<file path="src/rtl/interboard_pkg.sv">
// Shared definitions for the interboard link. Used by both the receive
// stage (recv_all) and the peer-side sender.
package interboard_pkg;

  localparam int WORD_W = 6;

  // The peer signals its own reset by raising Request with an all-ones word.
  localparam logic [WORD_W-1:0] RST_WORD = 6'h3F;

  localparam int MSG_TYPE_W = 4;
  localparam int BLOCK_X_W  = 5;
  localparam int BLOCK_Y_W  = 3;
  localparam int CARD_W     = 6;
  localparam int SEL_LEN_W  = 3;
  localparam int MOVE_DIR_W = 1;

  // Word-level handshake states
  typedef enum logic [1:0] {
    WAIT_REQ  = 2'd0,
    CHECK_RST = 2'd1,
    ACK_HI    = 2'd2
  } word_st_e;

  // Position of each word within a move frame
  typedef enum logic [2:0] {
    MSG_TYPE = 3'd0,
    BLOCK_X  = 3'd1,
    BLOCK_Y  = 3'd2,
    CARD     = 3'd3,
    SEL_LEN  = 3'd4,
    MOVE_DIR = 3'd5
  } step_e;

  typedef struct packed {
    logic [MSG_TYPE_W-1:0] msg_type;
    logic [BLOCK_X_W-1:0]  block_x;
    logic [BLOCK_Y_W-1:0]  block_y;
    logic [CARD_W-1:0]     card;
    logic [SEL_LEN_W-1:0]  sel_len;
    logic [MOVE_DIR_W-1:0] move_dir;
  } frame_t;

endpackage

</file>
<file path="src/rtl/recv_all_if.sv">
// Interboard link plus the decoded-frame outputs presented to GameControl.
// slave: the receive stage. master: the peer / frame consumer side.
interface recv_all_if;
  import interboard_pkg::*;

  logic                  Request;
  logic [WORD_W-1:0]     interboard_data;
  logic                  Ack;

  logic                  recv_en;
  logic [MSG_TYPE_W-1:0] recv_msg_type;
  logic [BLOCK_X_W-1:0]  recv_block_x;
  logic [BLOCK_Y_W-1:0]  recv_block_y;
  logic [CARD_W-1:0]     recv_card;
  logic [SEL_LEN_W-1:0]  recv_sel_len;
  logic [MOVE_DIR_W-1:0] recv_move_dir;
  logic                  peer_rst;
  logic                  frame_err;

  modport slave (
    input  Request, interboard_data,
    output Ack, recv_en, recv_msg_type, recv_block_x, recv_block_y,
           recv_card, recv_sel_len, recv_move_dir, peer_rst, frame_err
  );

  modport master (
    output Request, interboard_data,
    input  Ack, recv_en, recv_msg_type, recv_block_x, recv_block_y,
           recv_card, recv_sel_len, recv_move_dir, peer_rst, frame_err
  );
endinterface

</file>
<file path="src/rtl/recv_all_sync_2ff.sv">
// Two-flop synchroniser for asynchronous inputs (module sync_2ff).
module sync_2ff #(
  parameter int W = 1
) (
  input  logic         clk,
  input  logic         rst,
  input  logic [W-1:0] d,
  output logic [W-1:0] q
);
  logic [1:0][W-1:0] pipe;

  // shift the async input through two flops
  always_ff @(posedge clk) begin
    if (rst) pipe <= '0;
    else     pipe <= {pipe[0], d};
  end

  assign q = pipe[1];
endmodule

</file>
<file path="src/rtl/recv_all.sv">
// Receive side of the interboard link: 4-phase Request/Ack word handshake,
// six-word move-frame reassembly and peer-reset detection.
// Optional macro RECV_FRAME_TIMEOUT_EN adds an inter-word timeout that
// aborts a stalled frame and reports it on frame_err.
module recv_all
  import interboard_pkg::*;
#(
  parameter int RST_WAIT = 16
`ifdef RECV_FRAME_TIMEOUT_EN
  , parameter int TIMEOUT_CYC = 1048575
`endif
) (
  input  logic       clk,
  input  logic       rst,
  recv_all_if.slave  bus
);
  localparam int CW = $clog2(RST_WAIT + 1);

  word_st_e          state, state_nxt;
  logic              req_s;
  logic [WORD_W-1:0] word_reg;
  step_e             step;
  logic [CW-1:0]     cnt;
  frame_t            sh, frm;
  logic              ack_q, recv_en_q, peer_rst_q;
  logic              ld_word, wr_field, prst_hit;

  sync_2ff #(.W(1)) u_req_sync (.clk(clk), .rst(rst), .d(bus.Request), .q(req_s));

`ifdef RECV_FRAME_TIMEOUT_EN
  localparam int TW = $clog2(TIMEOUT_CYC + 1);
  logic [TW-1:0] tcnt;
  logic          to_run, to_hit, frame_err_q;

  // timeout runs while a frame is open and the peer is not progressing
  assign to_run = (state == WAIT_REQ && step != MSG_TYPE) || (state == ACK_HI && req_s);
`endif

  // word FSM next state and per-cycle strobes
  always_comb begin
    state_nxt = state;
    ld_word   = 1'b0;
    wr_field  = 1'b0;
    prst_hit  = 1'b0;
`ifdef RECV_FRAME_TIMEOUT_EN
    to_hit    = 1'b0;
`endif
    unique case (state)
      WAIT_REQ: if (req_s) begin
        ld_word   = 1'b1;
        state_nxt = (bus.interboard_data == RST_WORD) ? CHECK_RST : ACK_HI;
      end
      CHECK_RST: begin
        // a 3F word withdrawn without Ack is the peer resetting itself;
        // one still held after RST_WAIT cycles is genuine data
        if (!req_s) begin
          prst_hit  = 1'b1;
          state_nxt = WAIT_REQ;
        end else if (cnt == CW'(RST_WAIT - 1)) begin
          state_nxt = ACK_HI;
        end
      end
      ACK_HI: if (!req_s) begin
        wr_field  = 1'b1;
        state_nxt = WAIT_REQ;
      end
      default: state_nxt = WAIT_REQ;
    endcase
`ifdef RECV_FRAME_TIMEOUT_EN
    if (to_run && tcnt == TW'(TIMEOUT_CYC - 1)) begin
      to_hit    = 1'b1;
      ld_word   = 1'b0;
      wr_field  = 1'b0;
      state_nxt = WAIT_REQ;
    end
`endif
  end

  // state register
  always_ff @(posedge clk) begin
    if (rst) state <= WAIT_REQ;
    else     state <= state_nxt;
  end

  // word capture, field shadows, step counter and output pulses
  always_ff @(posedge clk) begin
    if (rst) begin
      word_reg   <= '0;
      step       <= MSG_TYPE;
      cnt        <= '0;
      sh         <= '0;
      frm        <= '0;
      ack_q      <= 1'b0;
      recv_en_q  <= 1'b0;
      peer_rst_q <= 1'b0;
    end else begin
      recv_en_q  <= 1'b0;
      peer_rst_q <= prst_hit;
      ack_q      <= (state_nxt == ACK_HI);
      cnt        <= (state == CHECK_RST) ? cnt + 1'b1 : '0;
      if (ld_word) word_reg <= bus.interboard_data;
      if (prst_hit) begin
        step <= MSG_TYPE;
        sh   <= '0;
      end else if (wr_field) begin
        unique case (step)
          MSG_TYPE: sh.msg_type <= word_reg[MSG_TYPE_W-1:0];
          BLOCK_X:  sh.block_x  <= word_reg[BLOCK_X_W-1:0];
          BLOCK_Y:  sh.block_y  <= word_reg[BLOCK_Y_W-1:0];
          CARD:     sh.card     <= word_reg[CARD_W-1:0];
          SEL_LEN:  sh.sel_len  <= word_reg[SEL_LEN_W-1:0];
          MOVE_DIR: sh.move_dir <= word_reg[MOVE_DIR_W-1:0];
          default:  ;
        endcase
        if (step == MOVE_DIR) begin
          // last word goes straight to the outputs so the frame lands in one edge
          step      <= MSG_TYPE;
          recv_en_q <= 1'b1;
          frm       <= '{msg_type: sh.msg_type, block_x: sh.block_x,
                         block_y: sh.block_y, card: sh.card,
                         sel_len: sh.sel_len,
                         move_dir: word_reg[MOVE_DIR_W-1:0]};
        end else begin
          step <= step_e'(step + 3'd1);
        end
      end
`ifdef RECV_FRAME_TIMEOUT_EN
      if (to_hit) step <= MSG_TYPE;
`endif
    end
  end

`ifdef RECV_FRAME_TIMEOUT_EN
  // inter-word timeout counter, restarted on every state change
  always_ff @(posedge clk) begin
    if (rst) begin
      tcnt        <= '0;
      frame_err_q <= 1'b0;
    end else begin
      frame_err_q <= to_hit;
      if (to_hit || state_nxt != state || !to_run) tcnt <= '0;
      else                                         tcnt <= tcnt + 1'b1;
    end
  end
  assign bus.frame_err = frame_err_q;
`else
  assign bus.frame_err = 1'b0;
`endif

  assign bus.Ack           = ack_q;
  assign bus.recv_en       = recv_en_q;
  assign bus.peer_rst      = peer_rst_q;
  assign bus.recv_msg_type = frm.msg_type;
  assign bus.recv_block_x  = frm.block_x;
  assign bus.recv_block_y  = frm.block_y;
  assign bus.recv_card     = frm.card;
  assign bus.recv_sel_len  = frm.sel_len;
  assign bus.recv_move_dir = frm.move_dir;
endmodule

</file>
<file path="src/flat_wrapper.sv">
// flat-port wrapper written by rule: the top's interface ports become plain ports
module recv_all_flat import interboard_pkg::*;
#(
  parameter int RST_WAIT = 16

)
  (clk, rst, bus_Request, bus_interboard_data, bus_Ack, bus_recv_en, bus_recv_msg_type, bus_recv_block_x, bus_recv_block_y, bus_recv_card, bus_recv_sel_len, bus_recv_move_dir, bus_peer_rst, bus_frame_err);
  recv_all_if bus_i ();
  input  logic clk;
  input  logic rst;
  input wire logic [$bits(bus_i.Request)-1:0] bus_Request;
  input wire logic [$bits(bus_i.interboard_data)-1:0] bus_interboard_data;
  output wire logic [$bits(bus_i.Ack)-1:0] bus_Ack;
  output wire logic [$bits(bus_i.recv_en)-1:0] bus_recv_en;
  output wire logic [$bits(bus_i.recv_msg_type)-1:0] bus_recv_msg_type;
  output wire logic [$bits(bus_i.recv_block_x)-1:0] bus_recv_block_x;
  output wire logic [$bits(bus_i.recv_block_y)-1:0] bus_recv_block_y;
  output wire logic [$bits(bus_i.recv_card)-1:0] bus_recv_card;
  output wire logic [$bits(bus_i.recv_sel_len)-1:0] bus_recv_sel_len;
  output wire logic [$bits(bus_i.recv_move_dir)-1:0] bus_recv_move_dir;
  output wire logic [$bits(bus_i.peer_rst)-1:0] bus_peer_rst;
  output wire logic [$bits(bus_i.frame_err)-1:0] bus_frame_err;
  assign bus_i.Request = bus_Request;
  assign bus_i.interboard_data = bus_interboard_data;
  assign bus_Ack = bus_i.Ack;
  assign bus_recv_en = bus_i.recv_en;
  assign bus_recv_msg_type = bus_i.recv_msg_type;
  assign bus_recv_block_x = bus_i.recv_block_x;
  assign bus_recv_block_y = bus_i.recv_block_y;
  assign bus_recv_card = bus_i.recv_card;
  assign bus_recv_sel_len = bus_i.recv_sel_len;
  assign bus_recv_move_dir = bus_i.recv_move_dir;
  assign bus_peer_rst = bus_i.peer_rst;
  assign bus_frame_err = bus_i.frame_err;
  recv_all #(.RST_WAIT(RST_WAIT)) u_core (.clk(clk), .rst(rst), .bus(bus_i));
endmodule
</file>
<file path="config.mk">
export PLATFORM = sky130hd
export DESIGN_NAME = recv_all_flat
export DESIGN_NICKNAME = d
export VERILOG_FILES = /design/src/rtl/interboard_pkg.sv /design/src/rtl/recv_all_if.sv /design/src/rtl/recv_all_sync_2ff.sv /design/src/rtl/recv_all.sv /design/src/flat_wrapper.sv
export SDC_FILE = /design/constraint.sdc
export NUM_CORES = 1
export LEC_CHECK = 0
export CORE_UTILIZATION = 55
export DETAILED_ROUTE_END_ITERATION = 8
export PLACE_DENSITY = 0.89
export SLEW_MARGIN = 20
export SYNTH_ARGS = -nofsm -noshare
export SYNTH_HDL_FRONTEND = slang
export SYNTH_SLANG_ARGS = --single-unit
</file>
<file path="constraint.sdc">
create_clock -name clk -period 3.1 [get_ports clk]
set_clock_uncertainty 0.2 [all_clocks]
set_input_delay 0.62 -clock clk [delete_from_list [all_inputs] [get_ports clk]]
set_output_delay 0.62 -clock clk [all_outputs]
set_load 0.02 [all_outputs]
</file>
# == After elaboration in Yosys (flattened, before gate mapping) ==
# Index checks and enable logic that the tools add are counted.
# op_classes
n_addsub,2
n_eq_ne,10
muxes,13
bitwise_logic,3
reduce_logical,11
# op_table
op,count
2-bit two-way mux,5
2-bit AND reduction,5
3-bit by 2-bit == test with 1-bit output (second input constant),2
3-bit == test (second input constant),2
6-bit == test (second input constant),1
1-bit two-way mux,6
2-bit one-hot mux with 3 select lines,1
5-bit by 1-bit adder with 5-bit output (second input constant),1
5-bit by 4-bit == test with 1-bit output (second input constant),1
2-bit == test (second input constant),2
2-bit OR reduction,2
3-bit by 1-bit adder with 3-bit output (second input constant),1
3-bit by 1-bit == test with 1-bit output (second input constant),1
3-bit logical NOT,1
3-bit two-way mux,1
1-bit NOT,3
3-bit AND reduction,1
3-bit OR reduction,1
2-bit by 1-bit == test with 1-bit output (second input constant),1
2-bit logical NOT,1
# totals
regBits,64
inputBits,9
out_inout_bits,26
wordCells,59

# == Depth between registers and ports, before layout ==
# logic_depth
word_depth,5
ltp_mapped,6
depth_no_buf,5

# == Cells and area by module ==
# From an unflattened synthesis, not the netlist that was laid out.
# unflattened
hier_cells,278
area_unflattened_um2,2668.8
# by_module_without_submodules
module,n_inst,cells_per_inst,area_per_inst_um2,seq_area_each_um2
recv_all,1,274,2616.3,1241.2
sync_2ff,1,4,52.6,40.0

# == Worst setup path before layout ==
# No wires, ideal clock.
# synth_timing
path_kind,in2reg
startpoint,in rst
endpoint,reg u_core.state[0]
setup_time_ps,117
t_arrival_ps,1289
required_ps,2783
setup_slack_ps,1494
cell_stages,3
path_buffers,2
path_cell_list,clkbuf_1 -> clkbuf_1 -> and4b_1
# synth_lines
element,line_no,rtl
start: declaration,flat_wrapper.sv:10,input logic rst;
end signal: assignment,recv_all.sv:82,else state <= state_nxt;
end: declaration,recv_all.sv:19,"word_st_e state, state_nxt;"
# No word-level cell between the ends.

# == Final worst setup path ==
# layout_timing
startpoint,"reg u_core.frm, in the netlist u_core.bus.recv_card[3]"
endpoint,out bus_recv_card[3]
# layout_lines
element,line_no,rtl
start: declaration,recv_all.sv:24,"frame_t sh, frm;"
start signal: assignment,recv_all.sv:119,"frm <= '{msg_type: sh.msg_type, block_x: sh.block_x,"
end: declaration,flat_wrapper.sv:18,output wire logic [$bits(bus_i.recv_card)-1:0] bus_recv_card;
# No word-level cell between the ends.

==> impl_metrics.ini <==
[pwr]
power.combinational.fraction_pct = 3.9
power.share.sequential_pct = 56.6
cellLeakagePower_nw = 1.105
swShare_pct = 21.35
intPower_w = 0.001162
p_per_area_mw_per_mm2 = 461.4
p_sw_w = 0.0003155
clock_power_share_pct = 39.5
vdd_drop_max_mv = 0.2996

[clock_network]
clock_tree.buffer_depth = 2
tritoncts.num_buffers = 9
cts-htree-levels = 3
numClockSinks = 64
clkSlewWorstSetupHoldPaths_ns = 0.06
worstSkewPairLatency_ns = 0.34
root_buffer_cell = sky130_fd_sc_hd__clkbuf_8
cts-hold-fix-buffers = 0
tritoncts = done
postCtsSetupBuffers = 0
postCtsResizedCells = 0

[timing]
finalSetupTns_ns = 0
min_period_over_period_pct = 68.16
report.final.hold_viol_count = 0
fmax_ghz = 0.4732
grt_setup_unrepaired = false
slew_headroom_pct = 62.86
timing_worst_slew_pin_value_ns = 0.5547
setup-violations-final = 0
final.min_clock_period_ns = 2.113
worst_slack_ns = 0.9869
finalMaxSlewViolations = 0

[placed_design]
post_detail_place_hpwl_um = 3106
finalWeightedCongestion = 0.7809
dp_worst_setup_slack_ns = 0.7507
io_buffers = 33

[layout]
drive_above_1_share_pct = 8.108
flip_flop_count_of_the_largest_register_all_copies_and_words_added = 21
antennaDiodeCount = 0
fillers = 383
syn_to_final_growth_pct = 16.00
fin_nets = 305

[logic_synthesis]
sequential_cell_area_fraction_in_the_yosys_report_pct = 46.42
async_flop_share_pct = 0
syn-instance-count = 265
synth_seq_cells = 64
synth_edf_count = 0
ys.flop_type = sky130_fd_sc_hd__dfxtp_1
netlist-cell-type-count = 40
post_synthesis_cell_area_sq_mm = 0.002760
ys_warn_count = 0
synth_fp_nets = 277
synthesis.area_per_instance_sq_um = 10.42

[drt]
detailed_route_wire_length_um = 4664
drt-pass1-iter-count = 6
avgRoutedWirePerCell_um = 12.85
post-route-drc-count = 0
dr_total_vias = 1842
via_count_normalized_by_instance_count = 5.074
drt_first_iter_violations = 89
antenna_left = 0

[critical_path]
required_time_at_the_worst_slack_endpoint_ns = 2.28
cp_slowest_cell = sky130_fd_sc_hd__clkdlybuf4s50_1
path_delay_family = buffers and inverters
cp-start-kind = flop
end_kind = output pin
critPathMaxStageDelay_ns = 0.61
top_fanout_value_on_the_critical_path = 2
timing.critical_path.arrival_ns = 1.29
worst-path-buf-inv = 1
worstPathCellList = clkdlybuf4s50_1
rrSetupSlack_ns = 1.08
worst-setup-path-type = flop to output pin

[die]
chip_height_um = 72.84
i_o_pin_count = 35
dieWidth_um = 72.84
core_region_area_sq_mm = 0.004786
effective_utilization_at_floorplan_pct = 57.67
floorplan.die_area_sq_mm = 0.005306
std_cell_rows = 25

[global_routing]
first_global_vias = 1703
residual_overflow_from_global_routing = 0
largest_net_degree_at_the_start_of_global_routing = 27
groute.usage.overall_pct = 20.33
antenna_found_initial = 0
grt_pass1_wl_um = 7928

[run]
maxCapViolations = 0

[status]
run_status = finished, final reports clean

[hold_path]
timing.hold.worst.class = flop to flop
-- cells by family (layout without fill, tap and decap cells) --
family	count (synthesis)	count (layout)	share of synthesized area, %
and+or+nand+nor	114	114	26.70
DFF	64	64	46.42
muxes	43	43	15.59
buffers and inverters	22	53	5.802
AOI/OAI and AO/OA	15	15	3.037
adders and majority gates	3	3	1.360
xor gates and xnor gates	3	3	0.9521
other	1	1	0.1359
-- metal layers --
| metal | share of wire, % | up-vias | track usage, % | wire (um) |
|---|---|---|---|---|
| met2 | 45 | 47 | 30.01 | 2087 |
| met3 | 4.0 | 13 | 6.215 | 185 |
| li1 | - | 945 | - | - |
| met4 | 2.4 | 0 | 11.55 | 111 |
| met5 | 0 | - | 0 | 0 |
| met1 | 49 | 837 | 26.43 | 2279 |
-- synthesized netlist by cell type, drive strengths merged, types with 2 or more instances --
master	instances	share of area, %
nand2	4	0.63
or2b	2	0.54
and3	3	0.68
inv	3	0.41
nand3b	3	0.95
clkbuf	7	0.95
ha	3	1.4
nand3	8	1.5
nor2b	3	0.68
nor3b	2	1.4
nand2b	55	13
dfxtp	64	46
xnor2	2	0.63
nor4bb	2	0.73
mux2i	43	16
nor2	22	3.0
buf	12	4.4
o21ai	5	0.91
a21oi	7	1.3
nor4b	2	1.4
-- metrics by stage --
step | cells | area [sq um] | power (W) | util (%) | hold WS [ns]
floorplan | 265 | 2760 | 0.0008941 | - | 0.2138
CTS | 363 | 3202 | 0.001492 | 66.90 | 0.2510
finish | 363 | 3202 | 0.001477 | 66.90 | 0.2474
global route | 363 | 3202 | 0.001534 | 66.90 | 0.2723
detailed placement | 349 | 3048 | 0.0009111 | 63.69 | 0.2242
global placement | 349 | 3048 | 0.0009102 | 63.69 | 0.2173
-- final timing paths --
path	to	cells after the start	from
worst min-delay path	u_core.u_req_sync.q	1	u_core.u_req_sync.pipe[0]
worst max-delay path	bus_recv_card[3]	1	u_core.bus.recv_card[3]
worst max register to register	u_core.bus.recv_block_x[3]	4	u_core.step[0]
worst min register to register	u_core.u_req_sync.q	1	u_core.u_req_sync.pipe[0]
-- power by group through the flow --
stage	clock (W)	sequential (W)	combinational, W
5_1_grt	0.000635	0.000837	0.0000623
3_5_place_dp	0	0.000854	0.0000569
6_report	0.000584	0.000836	0.0000571
3_3_place_gp	0	0.000854	0.0000559
4_1_cts	0.000599	0.000836	0.0000572
2_1_floorplan	0	0.000850	0.0000438
-- layout make-up --
type / instances / area (sq um) / area share, %
clock buffers: 13 / 148.9 / 4.650
clock inverters: 1 / 5.005 / 0.1563
inverters: 3 / 11.26 / 0.3517
multi-input cells: 179 / 1319 / 41.19
flip-flops and latches: 64 / 1281 / 40.02
well taps: 67 / 83.83 / 2.618
repair buffers: 36 / 352.8 / 11.02
-- cells in the final DEF, fill, tap and decap left out, types with 3 or more instances in the layout --
cell type / synthesis / layout
sky130_fd_sc_hd__dfxtp_1: 64 / 64
sky130_fd_sc_hd__nand2b_1: 54 / 54
sky130_fd_sc_hd__mux2i_1: 43 / 43
sky130_fd_sc_hd__clkdlybuf4s50_1: 0 / 33
sky130_fd_sc_hd__nor2_1: 22 / 22
sky130_fd_sc_hd__clkbuf_8: 0 / 10
sky130_fd_sc_hd__nand3_1: 8 / 8
sky130_fd_sc_hd__a21oi_1: 7 / 7
sky130_fd_sc_hd__o21ai_0: 5 / 5
sky130_fd_sc_hd__inv_1: 3 / 3
sky130_fd_sc_hd__and3_1: 3 / 3
sky130_fd_sc_hd__nor2b_1: 3 / 3
sky130_fd_sc_hd__nand2_1: 3 / 3
sky130_fd_sc_hd__ha_1: 3 / 3
sky130_fd_sc_hd__clkbuf_1: 7 / 3
sky130_fd_sc_hd__buf_4: 3 / 3
No activity file was read; power rests on OpenSTA's default activity.
==> edit (same flow settings) <==
Build with the macro `RECV_FRAME_TIMEOUT_EN` defined.
--- a/src/rtl/recv_all.sv
+++ b/src/rtl/recv_all.sv
@@ -3,4 +3,6 @@
 // Optional macro RECV_FRAME_TIMEOUT_EN adds an inter-word timeout that
 // aborts a stalled frame and reports it on frame_err.
+`define RECV_FRAME_TIMEOUT_EN
+
 module recv_all
   import interboard_pkg::*;
Check against the original RTL: no difference found for any inputs over 10 cycles, from zero or initial values and one cycle with rst high; that may be too few to reach the edited logic, so the function may still have changed.
==> edit against the original RTL <==
  * Sequential cell count up 21
  * Final cell count is 34% higher
  * Setup slack lost 54 ps
  * Critical path depth is 3 higher
  * Sequential share of layout area up 3.6 points
  * Register-to-register slack worse by 120 ps
  * Power rose by 25%
  * Synthesized cell count grew 41%
  * Wire length up 28%
  * Non-clock buffer count increased by 2
  * Area after synthesis rose by 22%
  * Combinational power down 8.8%
  * Design area is 22% higher
  * Largest cell class is now sequential cells
==> edit: results (changes against the original RTL) <==
status: complete, no violations
Total Nets Final: 419 (+37%)
Peak VDD IR: 0.284 mV (-5.3%)
Inserted Clock Buffers: 9 (unchanged)
Ys Warns: 0 (unchanged)
Ant. Diodes: 0 (unchanged)
delay-heaviest family, CP: simple AND/OR/NAND/NOR gates
clk root buf: clkbuf_8
GRT Resource Usage Total: 20.3% (about the same)
first-pass GRT wire length: 9.98 mm (+26%)
final WL: 5.98 mm (+28%)
ratio of cells with drive above 1 in the final layout: 7.32% (-0.79 points)
Leak: 1.41 nW (+27%)
main flop type after synthesis: dfxtp_1
via/cell ratio: 5.17 (+1.9%)
number of distinct library cells after synthesis: 36 (-10%)
number of global-route vias before repair: 2,302 (+35%)
Post-Syn Nets: 388 (+40%)
clk buf depth: 2 (unchanged)
IO Port Bufs: 34 (+3.0%)
pin count of the biggest net entering global routing: 36 (+33%)
synth cell count leaders: dfxtp_1 (85), nand2_1 (67), nor2_1 (49), a21oi_1 (34)
DPL Wire Length: 4.15 mm (+33%)
initial antenna violation count: 0 (unchanged)
CTS-repair resized insts: 0 (unchanged)
crit path max fanout: 20 (+18)
Reg clk slew, reported paths: 80 ps (+20 ps)
Seq/Total Area, Yosys: 50.7% (+4.3 points)
largest registers: u_core.sh: 21 flops, u_core.tcnt: 20 flops
ys async rst share: 0% (unchanged)
Placed Area: 3740 um2 (+23%)
Critical Path AT: 2240 ps (+950 ps)
DRT Pass-1 Iters: 4 (-2)
dpl ws: 605 ps (-146 ps)
Slowest cell on crit path: clkdlybuf4s50_1
Hold Path Depth: 2 (+1)
hold crit path type: flop to flop
layout filler cell count: 479 (+25%)
Skew-Pair Late Insertion Delay: 350 ps
number of setup buffers added after CTS: 0 (unchanged)
GP Congestion: 0.838 (+7.3%)
Area contributors post-synth: dfxtp_1 (51%), nand2_1 (7.5%), mux2i_1 (5.7%)
DR iter-0 viols: 113 (+27%)
CP peak stage delay: 530 ps (-80 ps)
measured slew at the worst slew-check pin: 726 ps (+171 ps)
H-tree Lvls: 3 (unchanged)
Post-synth EDFFs: 0 (unchanged)
==> edit: per-stage QoR <==
stage | instances | util, %
global route | 485 | 66.0
CTS | 485 | 66.0
floorplan | 374 | -
global placement | 469 | 63.1
detailed placement | 469 | 63.1
finish | 485 | 66.0
==> edit: metal layers <==
layer / up-vias / part of all wire, % / GRT usage [%]
li1: 1292 / - / -
met1: 1167 / 47 / 23.4
met2: 38 / 48 / 34.4
met3: 12 / 2.2 / 3.86
met4: 0 / 2.2 / 13.2
met5: - / 0 / 0
==> edit: cell families (layout without fill, tap and decap cells) <==
family | Yosys count | count (layout) | share of synthesized area (%)
flops | 85 | 85 | 50.7
fa+ha+maj | 5 | 5 | 1.86
simple gates | 184 | 184 | 27.5
xor+xnor | 21 | 21 | 5.48
mux | 19 | 19 | 5.67
buf+inv | 23 | 59 | 3.09
compound gates | 37 | 37 | 5.70
==> edit: layout make-up <==
class                           count  share of cell area (%)
Timing Repair Buffer               38                    9.48
Clock buffer                       12                    3.72
Inverter                            5                   0.481
Clock inverter                      4                   0.609
Sequential cell                    85                    43.6
Multi-Input combinational cell    266                    39.7
Tap cell                           75                    2.40
==> edit: worst paths after layout <==
check                        from  slack [ps]                          end
setup / recovery              rst         930               u_core.tcnt[9]
hold / removal       u_core.sh[8]         260      u_core.bus.recv_card[4]
setup reg to reg  u_core.state[1]         960  u_core.bus.recv_msg_type[3]
hold reg to reg      u_core.sh[8]         260      u_core.bus.recv_card[4]
==> edit: power by group <==
| group | internal, mW | leakage (nW) | switching (mW) |
|---|---|---|---|
| sequential | 1.10 | 0.685 | 0.00779 |
| combinational | 0.0239 | 0.632 | 0.0282 |
| clock | 0.311 | 0.0901 | 0.374 |
| total | 1.43 | 1.41 | 0.410 |
==> edit: tightest hold or removal path: stages, from the launching register on <==
cell and delay, ps:
dfxtp_1 320, nand2_1 50, a21oi_1 50
